$ cat src/rtl/regfile_sb.sv
// regfile_sb: DEPTH x DATA_W register file with a per-register busy
// scoreboard.
//
// A reservation (rsv) marks a destination busy. A writeback (sto) writes data
// and clears the busy bit of every register it writes. A multiply writeback
// (mul) writes both halves of a product at once: dataInExt goes to HI_REG and
// dataIn goes to LO_REG. Reads are combinational. stall flags any in-use read
// port whose register is still busy.
//
// Build option:
//   REGFILE_BYPASS_EN - forward same-cycle writeback data to the read ports.
//                       Without it, written data is visible the cycle after
//                       the write.
//
// Ports:
//   clk                 clock; all state changes on the rising edge
//   rst                 synchronous reset, active low
//   raddr1/raddr2       read addresses
//   ren1/ren2           read port in use; only affects stall
//   databus1/databus2   read data
//   rbusy1/rbusy2       addressed register has a pending write
//   stall               (ren1 & rbusy1) | (ren2 & rbusy2)
//   rsv/rsv_addr        reserve a destination register
//   rsv_mul             reserve HI_REG and LO_REG; rsv_addr is ignored
//   sto/waddr           writeback strobe and address
//   mul                 dual writeback to HI_REG/LO_REG; waddr is ignored
//   dataIn/dataInExt    write data and upper product half
//   busy_vec            scoreboard, one bit per register
//   wr_err              one-cycle pulse after a writeback to a non-busy register

module regfile_sb #(
    parameter int unsigned DATA_W = 32,
    parameter int unsigned ADDR_W = 3,
    parameter int unsigned HI_REG = 3,
    parameter int unsigned LO_REG = 0
) (
    input  logic                    clk,
    input  logic                    rst,
    input  logic [ADDR_W-1:0]       raddr1,
    input  logic [ADDR_W-1:0]       raddr2,
    input  logic                    ren1,
    input  logic                    ren2,
    output logic [DATA_W-1:0]       databus1,
    output logic [DATA_W-1:0]       databus2,
    output logic                    rbusy1,
    output logic                    rbusy2,
    output logic                    stall,
    input  logic                    rsv,
    input  logic [ADDR_W-1:0]       rsv_addr,
    input  logic                    rsv_mul,
    input  logic                    sto,
    input  logic [ADDR_W-1:0]       waddr,
    input  logic                    mul,
    input  logic [DATA_W-1:0]       dataIn,
    input  logic [DATA_W-1:0]       dataInExt,
    output logic [(2**ADDR_W)-1:0]  busy_vec,
    output logic                    wr_err
);

    localparam int unsigned       DEPTH = 2**ADDR_W;
    localparam logic [ADDR_W-1:0] HI_A  = ADDR_W'(HI_REG);
    localparam logic [ADDR_W-1:0] LO_A  = ADDR_W'(LO_REG);

    logic [DATA_W-1:0] regs [DEPTH];
    logic [DEPTH-1:0]  busy_q;
    logic [DEPTH-1:0]  set_vec;   // registers reserved this cycle
    logic [DEPTH-1:0]  wr_vec;    // registers written this cycle
    logic              err_next;
    logic              wr_err_q;

    // Decode the reservation and writeback targets into one-hot masks.
    always_comb begin
        set_vec = '0;
        wr_vec  = '0;
        if (rsv) begin
            if (rsv_mul) begin
                set_vec[HI_A] = 1'b1;
                set_vec[LO_A] = 1'b1;
            end else begin
                set_vec[rsv_addr] = 1'b1;
            end
        end
        if (sto) begin
            if (mul) begin
                wr_vec[HI_A] = 1'b1;
                wr_vec[LO_A] = 1'b1;
            end else begin
                wr_vec[waddr] = 1'b1;
            end
        end
    end

    // An error is raised only by the busy state before this edge. A
    // reservation in the same cycle cannot excuse a stray writeback.
    assign err_next = |(wr_vec & ~busy_q);

    always_ff @(posedge clk) begin
        if (!rst) begin
            for (int unsigned i = 0; i < DEPTH; i++) begin
                regs[i] <= '0;
            end
            busy_q   <= '0;
            wr_err_q <= 1'b0;
        end else begin
            if (sto) begin
                if (mul) begin
                    regs[HI_A] <= dataInExt;
                    regs[LO_A] <= dataIn;
                end else begin
                    regs[waddr] <= dataIn;
                end
            end
            // The set term is applied last, so a reservation wins over a
            // writeback to the same register in the same cycle.
            busy_q   <= set_vec | (busy_q & ~wr_vec);
            wr_err_q <= err_next;
        end
    end

`ifdef REGFILE_BYPASS_EN
    logic              fwd1;
    logic              fwd2;
    logic [DATA_W-1:0] fwd_data1;
    logic [DATA_W-1:0] fwd_data2;

    // wr_vec already holds exactly the registers written this cycle. On a
    // multiply, only HI_REG takes the upper half.
    always_comb begin
        fwd1      = wr_vec[raddr1];
        fwd2      = wr_vec[raddr2];
        fwd_data1 = (mul && raddr1 == HI_A) ? dataInExt : dataIn;
        fwd_data2 = (mul && raddr2 == HI_A) ? dataInExt : dataIn;
        databus1  = fwd1 ? fwd_data1 : regs[raddr1];
        databus2  = fwd2 ? fwd_data2 : regs[raddr2];
        rbusy1    = fwd1 ? 1'b0 : busy_q[raddr1];
        rbusy2    = fwd2 ? 1'b0 : busy_q[raddr2];
    end
`else
    always_comb begin
        databus1 = regs[raddr1];
        databus2 = regs[raddr2];
        rbusy1   = busy_q[raddr1];
        rbusy2   = busy_q[raddr2];
    end
`endif

    assign stall    = (ren1 & rbusy1) | (ren2 & rbusy2);
    assign busy_vec = busy_q;
    assign wr_err   = wr_err_q;

endmodule

$ cat config.mk
export PLATFORM = sky130hd
export DESIGN_NAME = regfile_sb
export DESIGN_NICKNAME = d
export VERILOG_FILES = /design/src/rtl/regfile_sb.sv
export SDC_FILE = /design/constraint.sdc
export NUM_CORES = 1
export LEC_CHECK = 0
export BUFFER_PORTS_ARGS = -buffer_cell sky130_fd_sc_hd__buf_2
export CORE_MARGIN = 2
export CORE_UTILIZATION = 45
export CTS_BUF_LIST = sky130_fd_sc_hd__clkbuf_4 sky130_fd_sc_hd__clkbuf_8
export DETAILED_ROUTE_END_ITERATION = 6
export HOLD_SLACK_MARGIN = 0.03
export PLACE_DENSITY = 0.71
export SLEW_MARGIN = 10
export SYNTH_ARGS = -nofsm -noshare
export SYNTH_HDL_FRONTEND = slang
export SYNTH_SLANG_ARGS = --single-unit
$ cat constraint.sdc
create_clock -name clk -period 4.24 [get_ports clk]
set_input_delay 0.212 -clock clk [delete_from_list [all_inputs] [get_ports clk]]
set_output_delay 0.212 -clock clk [all_outputs]
set_load 0.02 [all_outputs]
After elaboration in Yosys (flattened, before gate mapping)
Memory sizes are Yosys's and may differ from the RTL's.
Cells that the tools add are included.

word-level totals
  register bits = 9
  bits in latches = 0
  RAM bits = 256
  ROM bits = 0
  input bits = 84
  output and inout port bits = 76
  logic and storage cells = 55
  memories kept = 1

operators by class
  add/sub/neg operators = 0
  multipliers = 0
  div/mod/pow operators = 0
  $lt $le $gt $ge = 6
  equality and inequality tests = 0
  shift-type cells = 0
  multiplexer cells = 32
  bitwise logic cells = 10
  reduce and logical (&&, ||, !) cells = 4

memory list
  name  words  width  rd ports  clocked after Yosys merged registers in  wr ports  line  RTL
  regs  8      32     2         0                                        8         64    logic [DATA_W-1:0] regs [DEPTH];

operators by type and width
  kind                number
  $mux 32             3
  $reduce_or 32->1    1
  $mux 1              18
  $and 8x8->8         2
  $lt 3x4->1 const B  4
  $mux 8              2
  $not 8->8           2
  $mux 4              2
  $or 8x8->8          1
  $reduce_or 8->1     1
  $bmux 1 s3          2
  $demux 1 s3         2
  $ge 3x1->1 const B  2
  $mux 2              2
  $mux 3              1
  $or 1x1->1          3
  $and 1x1->1         2
  $logic_and 1x1->1   2

Longest topological paths before layout
  word-level depth = 9
  mapped depth = 5
  mapped depth without buffers = 3

Worst setup path after synthesis
OpenSTA, ideal clock, no wires.

  path type = in2reg
  start point = in waddr[0]
  end point = mem regs[6][0], enable pin
  setup time = 466 ps
  data arrival time = 3195 ps
  data required time = 3774 ps
  path slack = 580 ps
  stages = 3
  buffers on the path = 1
  path through = buf_2 > or3b_2 > o21ai_0

RTL lines
  what         line  RTL
  from (decl)  52    input logic [ADDR_W-1:0] waddr,
  to (decl)    64

==> impl_summary.md <==
Global routing
The first global-routing pass estimated roughly 55000 um of wire. The largest net degree at the start of global routing is between 40 and 50. The number of global-route vias before repair is approximately 9300. Global routing used 22.4% of the available tracks. The global-route congestion overflow total is 0. The initial antenna violation count is 1.

Synth
The number of enable flip-flop cells after synthesis is around 260. A synthesized cell averages ~16 um^2. The most used standard cell by instance count after synthesis is edfxtp_1. In this run the biggest area consumer among cell types represents between 50 and 60% of the synthesized area. Summing the sequential cell areas from Yosys gives between 50% and 60% of the chip area.

The cell area after synthesis is 14100 um^2. Counting flops with an async set or reset pin after synthesis yields a share of 0%. The leading area contributor after synthesis is edfxtp_1. Synthesis handed over a netlist of between 800 and 900 instances.

In the post-synthesis netlist, the biggest area contributors are edfxtp_1, mux4_2, and2_1, mux2_2, a22o_1. The synthesized flop and latch total is ~270. For this run, the number of Yosys warnings is 0.

The number of distinct standard cells referenced by the synthesized netlist is 37. The dominant synthesized flop cell is edfxtp_1. The commonest cells after synthesis are edfxtp_1, and2_1, mux4_2. The net count after synthesis is 941.

Timing
Setup repair after global routing left no endpoint under its margin. The relative max-transition margin is 24.8%. Static timing analysis puts the maximum clock frequency at 390 MHz. For the pin with the worst max-slew slack, the measured transition is approximately 1100 ps.

The minimum period implied by the final worst setup slack is 2560 ps. Setup total negative slack on the finished layout was measured at 0 ps. The number of max-slew violations in the final report came to 0. In the finished design, the share of the clock period the worst path needs comes to approximately three fifths. The count of endpoints failing hold in the final timing report was 0. Setup violations remaining at the end of the flow were counted as 0. The worst setup skew after layout is 4.18 ps.

Placement
The placed instances occupy a cell area of around 15000 um^2. The number of port buffers is between 150 and 200. The last weighted congestion value of the routability-driven placer is approximately 0.76.

The number of placed instances, taps included is around 1400. The wire-length estimate of the detail-placed layout is 21300 um.

Power
In this run the power density over the cells is about 370 nW/um^2. Across the VDD grid, the largest voltage drop is between 0.0002 and 0.00025 V. The design draws about 6.2 mW. The leakage component of the power is 6.07 nW.

Floorplanning
The core region is ~31000 um^2. The number of top-level pins is 160. The die is about 180 um wide. The floorplan has 64 rows.

For this configuration, the core starts out at a cell density of a little under half. The die covers ~33000 um^2. The die is 181 um tall.

Setup path
The source of the critical timing path is rst. The worst reg2reg path depth is 3. The kind of launch point of the worst setup path is an input port.

The worst reg2reg path startpoint is busy_vec[2]. Data on the critical path is required at its endpoint by 4660 ps. Of all nets on the critical path, the largest fanout is 32. The signal arrival time at the worst endpoint is around 3000 ps. The kind of end point of the critical path is a flip-flop. By startpoint and endpoint, the worst setup path is classified as input port to flip-flop.

Routing
The first detailed-routing pass took 5 iterations. After detailed routing, the average wire length per cell comes to between 20 and 25 um. The detailed-route vias per instance is slightly below 6. The DRC marker count from the first detailed-route iteration is 876.

The via count is between 8000 and 9000. Wires add up to about 36000 um. The number of remaining DRC errors is 0. The detail route stage leaves a number of antenna-violating nets equal to 0.

Flow run
Max-cap violations in this run came to 0.

Final layout
The share of final-layout standard cells stronger than drive strength 1 is 41.1%. The final standard cell count with taps included and fillers excluded is between 1000 and 1500. The final design instance area without fill is approximately 17000 um^2. Relative to the synthesized area, the layout overhead comes to 18.2%. The number of nets in the finished design is approximately 1100.

Worst hold path
The type of the most critical hold path is input port to flip-flop. The hold path depth is 2. The worst hold path begins at dataIn[25].

CTS
The CTS buffer count is 43. The TritonCTS clock tree is yes. After clock tree synthesis, the repair step resized 0 gates. The number of buffers between clock root and the deepest sink is 3. The library cell used as clock root buffer is clkbuf_8. After clock tree synthesis, the clock-pin slew on the worst setup and hold paths is around 60 ps. The H-tree generated during clock tree synthesis spans 2 levels. At the later pin of the worst-skew pair, clock insertion delay measures 530 ps.

Clock tree synthesis found a total of roughly 270 sinks.

Run status
The run finished with clean final reports.
[per-stage QoR]
step | setup WS, ps | utilization [%] | hold WS [ps]
2_1_floorplan | 580 | - | 368
3_3_place_gp | 1720 | 49.8 | 499
3_5_place_dp | 1610 | 49.8 | 500
4_1_cts | 1670 | 54.3 | 30.4
5_1_grt | 1550 | 54.3 | 42.8
6_report | 1680 | 54.3 | 50.7
[per-layer routing]
layer	vias to the layer above	share of wire (%)	GRT usage (%)	wire length [um]
li1	3822	-	-	-
met1	4452	41	29.6	14900
met2	365	50	38.2	18100
met3	65	6.4	3.57	2320
met4	0	2.6	7.12	944
met5	-	0	0	0
[cell usage in the layout (no fill, tap or decap), drive strengths merged, types with 2 or more instances in the layout]
cell type and n:
edfxtp 256, and2 224, buf 177, mux4 133, mux2 66, clkbuf 61, dlygate4sd3 56, a22o 33
clkinv 14, o21ai 12, dfxtp 9, a21boi 8, nor2 7, nand3 6, nand2 5, nor3 3
or3b 3, nand4b 2, nand2b 2, nand3b 2, and3b 2, a21oi 2, o31ai 2, inv 2
[path summary, 6_finish.rpt]
kind / to / slack (ps)
worst max-delay path: regs[3][9] / 1680
worst min-delay path: regs[0][25] / 50
worst max register to register: wr_err / 2820
worst min register to register: busy_vec[5] / 530
[flip-flops by register name (all words and copies together) (netlist names)]
signal and cells:
regs 256, busy_vec 8, wr_err 1
[report_power, final]
group | total (mW) | internal (mW) | switching (mW)
combinational | 0.974 | 0.464 | 0.511
clock | 2.11 | 1.12 | 0.993
sequential | 3.14 | 3.05 | 0.0866
total | 6.23 | 4.64 | 1.59
[final cells by class]
class | instances | area, um^2
fillers | 2472 | 14100
flip-flops and latches | 265 | 7870
multi-input cells | 521 | 6000
repair buffers | 233 | 1510
clock buffers | 61 | 739
well taps | 396 | 495
clock inverters | 15 | 65.1
inverters | 1 | 3.75
diodes | 1 | 2.50
[cells by family (layout without fill, tap and decap cells)]
family | Yosys count | in the layout | synth area share (%)
AND/OR/NAND/NOR | 262 | 262 | 11.6
multiplexers | 199 | 199 | 26.7
AO/OA/AOI/OAI | 60 | 60 | 3.29
buffers and inverters | 71 | 310 | 2.76
other | 0 | 1 | 0
flip-flops | 265 | 265 | 55.7
[critical path, stage by stage]
cell,delay (ps)
buf_2,430
nand4b_1,500
nor2_4,1020
a22o_1,260
dlygate4sd3_1,540
[timing repair]
action / CTS / global route
hold buffers: 56 / 0
endpoints found under the hold margin: 102 / 0
buffers inserted: 0 / 0
No activity file was read; power rests on OpenSTA's default activity.
